===== config.mk =====
export PLATFORM = sky130hd
export DESIGN_NAME = cronometru_bcd_param
export DESIGN_NICKNAME = d
export VERILOG_FILES = /design/src/rtl/cronometru_pkg.sv /design/src/rtl/bcd_cifra.sv /design/src/rtl/cronometru_bcd_param.sv
export SDC_FILE = /design/constraint.sdc
export NUM_CORES = 1
export LEC_CHECK = 0
export BUFFER_PORTS_ARGS = -buffer_cell sky130_fd_sc_hd__buf_2
export CORE_ASPECT_RATIO = 1.1
export CORE_MARGIN = 1
export CORE_UTILIZATION = 45
export DETAILED_ROUTE_END_ITERATION = 8
export PLACE_DENSITY_LB_ADDON = 0.3
export SKIP_CTS_REPAIR_TIMING = 1
export SYNTH_ARGS = -nofsm -noshare
export SYNTH_HDL_FRONTEND = slang
export SYNTH_SLANG_ARGS = --single-unit
export TNS_END_PERCENT = 5

===== constraint.sdc =====
create_clock -name clock -period 2.6 [get_ports clock]
set_input_delay 0.13 -clock clock [delete_from_list [all_inputs] [get_ports clock]]
set_output_delay 0.13 -clock clock [all_outputs]
set_load 0.01 [all_outputs]

===== src/rtl/cronometru_pkg.sv =====
// cronometru_pkg: shared state encoding, BCD digit type and helpers for the BCD stopwatch
package cronometru_pkg;
    typedef enum logic [1:0] {IDLE = 2'd0, RUN = 2'd1, PAUSE = 2'd2, DONE = 2'd3} stare_t;
    typedef logic [3:0] bcd_t;
    localparam bcd_t BCD_MAX = 4'd9;
    function automatic bcd_t bcd_clamp(input bcd_t v);
        return (v > BCD_MAX) ? BCD_MAX : v;
    endfunction
endpackage


===== src/rtl/bcd_cifra.sv =====
// bcd_cifra: one BCD digit register with up/down step and carry/borrow chaining
//   clock, reseteaza : clock and async active-low reset
//   clr_i, load_i    : synchronous clear (wins) and preload of val_i (clamped to 9)
//   en_i, jos_i      : step enable (tick AND incoming carry/borrow), direction (1 = down)
//   cifra_o, cout_o  : digit value, carry/borrow out to the next digit
module bcd_cifra
    import cronometru_pkg::*;
(
    input  logic clock,
    input  logic reseteaza,
    input  logic clr_i,
    input  logic load_i,
    input  bcd_t val_i,
    input  logic en_i,
    input  logic jos_i,
    output bcd_t cifra_o,
    output logic cout_o
);
    bcd_t cifra_q, cifra_d, pas;
    always_comb begin
        pas = jos_i ? ((cifra_q == 4'd0) ? BCD_MAX : cifra_q - 4'd1)
                    : ((cifra_q == BCD_MAX) ? 4'd0 : cifra_q + 4'd1);
        cifra_d = clr_i ? 4'd0 : load_i ? bcd_clamp(val_i) : en_i ? pas : cifra_q;
    end
    always_ff @(posedge clock or negedge reseteaza)
        if (!reseteaza) cifra_q <= 4'd0;
        else cifra_q <= cifra_d;
    assign cifra_o = cifra_q;
    assign cout_o = en_i & (jos_i ? (cifra_q == 4'd0) : (cifra_q == BCD_MAX));
endmodule


===== src/rtl/cronometru_bcd_param.sv =====
// cronometru_bcd_param: parameterised BCD up/down stopwatch with prescaler, pause and optional lap
//   Inputs : clock, reseteaza (async active-low), start/sterge pulses, pauza level,
//            mod_jos (direction, latched on start), incarcare (down-count preload), tur (lap)
//   Outputs: cifre (live count), cifre_tur (lap value), stare (IDLE/RUN/PAUSE/DONE),
//            gata (count-down finished pulse), depasire (sticky up-count overflow)
//   Lap capture is compiled only with CRONOMETRU_LAP_EN; otherwise cifre_tur is 0.
module cronometru_bcd_param
    import cronometru_pkg::*;
#(
    parameter int NUM_CIFRE = 4,
    parameter int DIV_TICK  = 1
) (
    input  logic                   clock,
    input  logic                   reseteaza,
    input  logic                   start,
    input  logic                   pauza,
    input  logic                   sterge,
    input  logic                   mod_jos,
    input  logic [4*NUM_CIFRE-1:0] incarcare,
    input  logic                   tur,
    output logic [4*NUM_CIFRE-1:0] cifre,
    output logic [4*NUM_CIFRE-1:0] cifre_tur,
    output logic [1:0]             stare,
    output logic                   gata,
    output logic                   depasire
);
    localparam int W  = 4 * NUM_CIFRE;
    localparam int PW = (DIV_TICK > 1) ? $clog2(DIV_TICK) : 1;
    localparam logic [PW-1:0] PMAX = PW'(DIV_TICK - 1);
    stare_t          stare_q, stare_d;
    logic [PW-1:0]   presc_q, presc_d;
    logic            jos_q, jos_d, gata_q, gata_d, dep_q, dep_d;
    logic [NUM_CIFRE:0] carry;
    logic            accept, tick;
    assign accept   = (stare_q == IDLE) && start && !sterge;
    assign tick     = (stare_q == RUN) && !pauza && (presc_q == PMAX);
    assign carry[0] = tick;
    for (genvar i = 0; i < NUM_CIFRE; i++) begin : g_cifra
        bcd_cifra u_cifra (
            .clock    (clock),
            .reseteaza(reseteaza),
            .clr_i    (sterge),
            .load_i   (accept),
            .val_i    (mod_jos ? incarcare[4*i+:4] : 4'd0),
            .en_i     (carry[i]),
            .jos_i    (jos_q),
            .cifra_o  (cifre[4*i+:4]),
            .cout_o   (carry[i+1])
        );
    end
    always_comb begin
        stare_d = stare_q;
        presc_d = presc_q;
        jos_d   = jos_q;
        gata_d  = 1'b0;
        dep_d   = dep_q;
        if (sterge) begin
            stare_d = IDLE;
            presc_d = '0;
            dep_d   = 1'b0;
        end else begin
            case (stare_q)
                IDLE: if (start) begin
                    jos_d   = mod_jos;
                    presc_d = '0;
                    // clamping never turns a nonzero digit into zero, so a zero raw preload means zero
                    gata_d  = mod_jos && (incarcare == '0);
                    stare_d = gata_d ? DONE : RUN;
                end
                RUN: if (pauza) stare_d = PAUSE;
                else begin
                    presc_d = tick ? '0 : presc_q + 1'b1;
                    // a down tick from 00..01 is the one that lands on zero
                    if (tick && jos_q && (cifre == W'(1))) begin
                        stare_d = DONE;
                        gata_d  = 1'b1;
                    end
                    if (tick && !jos_q && carry[NUM_CIFRE]) dep_d = 1'b1;
                end
                PAUSE: if (!pauza) stare_d = RUN;
                DONE: ;
            endcase
        end
    end
    always_ff @(posedge clock or negedge reseteaza)
        if (!reseteaza) begin
            stare_q <= IDLE;
            presc_q <= '0;
            jos_q   <= 1'b0;
            gata_q  <= 1'b0;
            dep_q   <= 1'b0;
        end else begin
            stare_q <= stare_d;
            presc_q <= presc_d;
            jos_q   <= jos_d;
            gata_q  <= gata_d;
            dep_q   <= dep_d;
        end
    assign stare    = stare_q;
    assign gata     = gata_q;
    assign depasire = dep_q;
`ifdef CRONOMETRU_LAP_EN
    logic [W-1:0] tur_q, tur_d;
    assign tur_d = sterge ? '0 : (tur && (stare_q == RUN || stare_q == PAUSE)) ? cifre : tur_q;
    always_ff @(posedge clock or negedge reseteaza)
        if (!reseteaza) tur_q <= '0;
        else tur_q <= tur_d;
    assign cifre_tur = tur_q;
`else
    logic unused_tur;
    assign unused_tur = tur;
    assign cifre_tur  = '0;
`endif
endmodule


Word level (Yosys, flattened, before mapping) --
Index checks and enable logic that the tools add are counted.
Storage, ports and cells: register bits after elaboration 22, bits in latches 0, bits in writable memories 0, memory bits (read-only) 0, input port bits 23, output and inout port bits 36, logic and storage cells 127, memories kept 0
Cells by class: $add $sub $neg 9, $mul 0, divide/modulo/power cells 0, order comparisons 4, equality and inequality tests 12, shifts and indexed selects 0, mux-type cells 57, bitwise logic cells 6, reduce and logical (&&, ||, !) cells 30
Operators by type and width (number):
- 4-bit 2-to-1 mux | 32
- 4-bit by 1-bit adder with 4-bit output, second input constant | 4
- 16-bit by 1-bit equality test with 1-bit output, second input constant | 1
- 4-bit equality test, second input constant | 4
- 4-bit greater-than comparator, second input constant | 4
- 16-bit logical NOT | 1
- 4-bit logical NOT | 4
- 1-bit 2-to-1 mux | 16
- 4-bit by 1-bit subtractor with 4-bit output, second input constant | 4
- 3-bit nonzero test | 5
- 2-bit 2-to-1 mux | 6
- 1-bit logical AND | 9
- 3-bit != test, second input constant | 3
- 3-bit AND reduction | 3
- 2-bit one-hot mux with 3 select lines | 1
- 1-bit bitwise AND | 4
- 4-bit by 3-bit != test with 1-bit output, second input constant | 1
- 1-bit one-hot mux with 2 select lines | 2
- 4-bit AND reduction | 1
- 2-bit nonzero test | 2
- 4-bit nonzero test | 1
- 1-bit logical NOT | 3
- 2-bit by 1-bit equality test with 1-bit output, second input constant | 1
- 2-bit equality test, second input constant | 1
- other kinds (4) | 5

Longest topological paths before layout --
depth in word-level cells 12, gate-level depth with buffers 8, mapped depth without buffers 7

Cells and area by module --
Synthesis repeated with hierarchy kept, for this count alone.
Unflattened totals: cells, all modules 309, area total of the unflattened synthesis 2570.0 µm²
By module, submodules not included:
- bcd_cifra | instances 4, cells an instance 55, area each 459.2 µm², sequential area each 100.1 µm²
- cronometru_bcd_param | instances 1, cells an instance 89, area each 733.2 µm², sequential area each 150.1 µm²

Worst setup path after synthesis --
No wires, ideal clock.
path kind register -> register, start register g_cifra[1].u_cifra.cifra_q[0], end register g_cifra[2].u_cifra.cifra_q[0], library setup time 125 ps, arrival time 2005 ps, required time 2475 ps, path slack 470 ps, stages on the path, launching flop included 8, period minus slack after synthesis 2130 ps, cells stage by stage dfrtp_1 inv_1 ha_1 nand2b_4 mux2_4 or3_1 nand2_1 mux2_2
On the way: word-level cells in the longest chain between the ends 4, elaborated cells on any way between the ends 5, those cells by class eq/ne (1); mux (1); bitwise (1); reduce/logical (2)
RTL lines:
- start, declared | RTL line bcd_cifra.sv:19 | bcd_t cifra_q, cifra_d, pas;
- start signal, assigned | RTL line bcd_cifra.sv:27 | else cifra_q <= cifra_d;
- 4-bit equality test or 4-bit logical NOT (tied branches) | RTL line bcd_cifra.sv:29 | assign cout_o = en_i & (jos_i ? (cifra_q == 4'd0) : (cifra_q == BCD_MAX));
- 1-bit 2-to-1 mux * | RTL line bcd_cifra.sv:29
- 1-bit bitwise AND * | RTL line bcd_cifra.sv:29
- 3-bit nonzero test (no line) *
- end signal, assigned | RTL line bcd_cifra.sv:27
- end, declared | RTL line bcd_cifra.sv:19
Every way passes the cells marked *; elsewhere a longest branch is shown, timed or not. A chain may end at the register's enable or synchronous reset.

Worst setup path in the final report --
start register g_cifra[1].u_cifra.cifra_q[0], end register g_cifra[2].u_cifra.cifra_q[1]
Same word-level chain as after synthesis.

==> PnR_summary.wiki <==
{| class="wikitable"
! Metric !! Value
|-
| Clk_lat worst skew || between 200 and 300 ps
|-
| Mean instance size in the synthesized netlist || 8.06 µm²
|-
| Post-Place Cell Area || approximately 2400 µm²
|-
| Cell variety after synth || a little over 60
|-
| Synthesis-stage register bit count || 22
|-
| R2r endpoint || g_cifra[2].u_cifra.cifra_o[1]$_DFFE_PN0P_
|-
| Final hold violation count || 0
|-
| Number of rows created at floorplan || 26
|-
| H-tree level count || 1
|-
| Worst reg2reg setup slack || 320 ps
|-
| Drt drc || 0
|-
| Clk pin slew, worst setup/hold paths || 90 ps
|-
| DR WL/cell || between 15 and 20 µm
|-
| X dimension of the die || approximately 69 µm
|-
| Final std cells w/o fill || around 370
|-
| Port Buf Inserts || a little over 40
|-
| Detailed-route vias per instance || a little under 6
|-
| Total grt overflow || 0
|-
| Pin count of the biggest net entering global routing || 23
|-
| Warnings, synthesis || 0
|-
| Outcome || finished clean
|-
| Hold path endpoint || g_cifra[0].u_cifra.cifra_o[1]$_DFFE_PN0P_
|-
| GR Util All Layers || between 20 and 25%
|-
| Area share of the leading cell type in the synthesized netlist || roughly 25%
|-
| First drt pass iteration count || 4
|-
| Max_slew headroom || between 60% and 70%
|-
| Buffer depth of the longest clock path || 2
|-
| Internal power consumption || between 1 and 1.5 mW
|-
| CP peak stage delay || around 480 ps
|-
| Diode count || 0
|-
| R2R cell count || 7
|-
| Count of pins over their slew limit || 0
|-
| Async set-or-reset flop fraction in the synthesized netlist || 100%
|-
| Fin Clk Skew || between 2 and 2.5 ps
|-
| Most used flip-flop cell after synthesis || sky130_fd_sc_hd__dfrtp_1
|-
| Via count of the routed design || 2144
|-
| Start of the worst register-to-register path || g_cifra[1].u_cifra.cifra_o[0]$_DFFE_PN0P_
|-
| Clock Root Buffer || sky130_fd_sc_hd__clkbuf_8
|-
| Count of flip-flops with a built-in enable after synthesis || 0
|-
| Top cells by area in the synthesized netlist || sky130_fd_sc_hd__dfrtp_1 (25%), sky130_fd_sc_hd__ha_1 (8.4%), sky130_fd_sc_hd__buf_4 (5.4%)
|-
| Final count of negative-setup-slack endpoints || 0
|-
| Core occupancy in the finished layout || 52.8%
|-
| Cell leakage power || around 1.1 nW
|-
| Count of nets left with antenna violations after detail routing || 0
|-
| Initial antenna violation count || 0
|-
| Clock tree from TritonCTS || yes
|-
| Power per standard cell area || ~760 nW/µm²
|-
| Vias in the first global route || about 1900
|-
| Highest metal used || met4
|-
| Critical path cell sequence || inv_1, ha_1, nand2b_4, mux2_4, or3_1, nand2_1, mux2_2
|-
| Core region area || about 4700 µm²
|-
| Worst setup path category || flop to flop
|-
| Critical path's slowest cell || sky130_fd_sc_hd__dfrtp_1
|-
| Pwr Total || ~1.9 mW
|-
| Hpwl dp || 4190 µm
|-
| Violation count after the first detailed-routing iteration || 156
|-
| Startpoint of the tightest hold check path || incarcare[1]
|-
| Relative area change from synthesis to final layout || 11.5%
|-
| Number of top-level design ports || 59
|-
| Height of the chip || around 76 µm
|-
| Wire length the detailed router placed on met1 || roughly 2600 µm
|-
| Die ar. || roughly 5200 µm²
|-
| Critical path endpoint category || flop
|-
| Post-Synthesis Cells || about 280
|-
| Share of power burned in the clock network || 12.2%
|-
| Maximum clock frequency || about 0.44 GHz
|-
| Kind of start point of the critical path || flop
|-
| # placed instances || ~370
|-
| Maxcap violations || 0
|-
| First-pass GRT wire length || between 9000 and 10000 µm
|-
| Sequential area share after synthesis || 24.7%
|-
| Final WS setup || between 300 and 400 ps
|-
| Share of total power in sequential cells || between 20% and 30%
|-
| Arr. time, crit path || around 2400 ps
|-
| Maximum resistive drop on vdd || ~0.00025 V
|-
| RSZ-0062 raised after global routing || no
|-
| Post-layout minimum cycle time || ~2300 ps
|-
| Starting utilization of the core area || 47.3%
|-
| TritonCTS Buffers || 3
|-
| Final wirelength || between 5000 and 6000 µm
|-
| Layout cell share with drive strength beyond 1 || 20.0%
|-
| Gpl congestion || approximately 0.9
|-
| Routed length on met2 || between 2000 and 3000 µm
|-
| Critical path data required time || 2770 ps
|-
| Power share of the combinational group || 58.3%
|-
| Net Sw Power || 883 µW
|-
| Critical path peak fanout || 9
|-
| Final design instance area without fill || ~2500 µm²
|-
| Worst hold path cell count || 3
|-
| Switching share of power || 46.8%
|-
| Post-route worst hold slack || around 120 ps
|-
| Setup_tns || 0 ps
|-
| Number of clock sinks || 22
|-
| Number of nets in the final layout || 355
|-
| Hold Crit Class || primary input to flop
|-
| Final worst-path cycle share || 87.7%
|-
| Sum of met3 wire segment lengths after detailed routing || about 270 µm
|-
| Post-placement worst setup slack || 320 ps
|-
| Mapped Area || 2230 µm²
|-
| Post-synthesis cell type with the largest combined area || sky130_fd_sc_hd__dfrtp_1
|-
| Worst Tran Pin Value || between 500 and 600 ps
|}
-- per-layer routing --
metal	GRT usage [%]	vias up
met5	0	-
met4	7.71	0
met3	2.12	5
met2	38.5	75
met1	29.3	1011
li1	-	1053
-- cell usage in the layout (no fill, tap or decap), types with 3 or more instances in the layout --
cell type / count
sky130_fd_sc_hd__conb_1: 16
sky130_fd_sc_hd__buf_4: 7
sky130_fd_sc_hd__a31oi_1: 5
sky130_fd_sc_hd__o22ai_1: 3
sky130_fd_sc_hd__nor2b_1: 7
sky130_fd_sc_hd__nand2_1: 20
sky130_fd_sc_hd__ha_1: 15
sky130_fd_sc_hd__dfrtp_1: 22
sky130_fd_sc_hd__nand2b_1: 12
sky130_fd_sc_hd__nand3b_1: 3
sky130_fd_sc_hd__and3b_1: 3
sky130_fd_sc_hd__inv_1: 15
sky130_fd_sc_hd__and4b_1: 3
sky130_fd_sc_hd__or3_1: 3
sky130_fd_sc_hd__clkbuf_8: 3
sky130_fd_sc_hd__nor2_1: 17
sky130_fd_sc_hd__a211oi_1: 4
sky130_fd_sc_hd__o21bai_1: 5
sky130_fd_sc_hd__nand3_1: 12
sky130_fd_sc_hd__and3_1: 3
sky130_fd_sc_hd__a311oi_1: 3
sky130_fd_sc_hd__xnor2_1: 3
sky130_fd_sc_hd__o21ai_0: 22
sky130_fd_sc_hd__a21oi_1: 17
sky130_fd_sc_hd__buf_2: 41
sky130_fd_sc_hd__nor3_1: 3
-- registers in the layout (all words and copies together), names as in the netlist --
name                     count
depasire                     1
g_cifra.u_cifra.cifra_o     16
gata                         1
jos_q                        1
presc_q                      1
stare                        2
-- cells by family after synthesis --
logic type | count (synthesis) | share of synthesized area [%]
other cells | 1 | 0.168
xor+xnor | 3 | 1.18
mux | 5 | 2.58
compound gates | 84 | 24.9
buf+inv | 45 | 10.6
simple gates | 102 | 27.4
fa+ha+maj | 15 | 8.41
flops | 22 | 24.7
-- how the worst max path moves through the flow --
stage	startpoint	endpoint	slack, ps	cells after the start
2_1_floorplan	g_cifra[1].u_cifra.cifra_o[0]$_DFFE_PN0P_	g_cifra[2].u_cifra.cifra_o[0]$_DFFE_PN0P_	470	7
3_3_place_gp	g_cifra[1].u_cifra.cifra_o[0]$_DFFE_PN0P_	g_cifra[2].u_cifra.cifra_o[1]$_DFFE_PN0P_	360	7
3_5_place_dp	g_cifra[1].u_cifra.cifra_o[0]$_DFFE_PN0P_	g_cifra[2].u_cifra.cifra_o[1]$_DFFE_PN0P_	320	7
4_1_cts	g_cifra[1].u_cifra.cifra_o[0]$_DFFE_PN0P_	g_cifra[2].u_cifra.cifra_o[1]$_DFFE_PN0P_	310	7
5_1_grt	g_cifra[1].u_cifra.cifra_o[0]$_DFFE_PN0P_	stare[1]$_DFFE_PN0P_	120	7
6_report	g_cifra[1].u_cifra.cifra_o[0]$_DFFE_PN0P_	g_cifra[2].u_cifra.cifra_o[1]$_DFFE_PN0P_	320	7
-- layout make-up --
class	instances	area, µm²
Fill cell	465	2230
Multi-Input combinational cell	225	1500
Sequential cell	22	551
Timing Repair Buffer	49	268
Tap cell	56	70.1
Inverter	16	60.1
Clock buffer	3	41.3
-- synth_stat cells, drive strengths merged, types with 2 or more instances --
| cell type | count |
|---|---|
| mux2i | 2 |
| o21bai | 5 |
| clkbuf | 11 |
| a21oi | 17 |
| inv | 16 |
| ha | 15 |
| o21ai | 23 |
| a221oi | 2 |
| mux2 | 3 |
| a311oi | 3 |
| nor2b | 7 |
| nor2 | 17 |
| a2bb2oi | 2 |
| a21boi | 2 |
| nor4 | 3 |
| nand4 | 2 |
| and3b | 3 |
| buf | 18 |
| xnor2 | 3 |
| o31ai | 2 |
| and4b | 3 |
| and3 | 3 |
| nand2 | 20 |
| nand2b | 13 |
| or3 | 3 |
| nand3 | 12 |
| a31oi | 5 |
| nor3b | 2 |
| dfrtp | 22 |
| o211ai | 2 |
| nor4bb | 2 |
| nor3 | 3 |
| o21ba | 2 |
| a211oi | 5 |
| nor4b | 3 |
| nand3b | 3 |
| o22ai | 3 |
| and2 | 2 |
-- power groups by stage --
| stage | logic, mW | clock network (mW) | registers, mW |
|---|---|---|---|
| final | 1.10 | 0.231 | 0.556 |
| after global routing | 1.23 | 0.244 | 0.571 |
| after CTS | 1.09 | 0.231 | 0.554 |
| after detailed placement | 1.08 | 0 | 0.561 |
| after global placement | 1.07 | 0 | 0.557 |
| after floorplan | 0.799 | 0 | 0.538 |
-- worst max-delay path: cells and delay by family, from the launching register on --
| family | cells | cell delay, ps |
|---|---|---|
| buf+inv | 1 | 140 |
| simple gates | 3 | 650 |
| fa+ha+maj | 1 | 260 |
| flops | 1 | 480 |
| mux | 2 | 640 |
No activity file was read; power rests on OpenSTA's default activity.
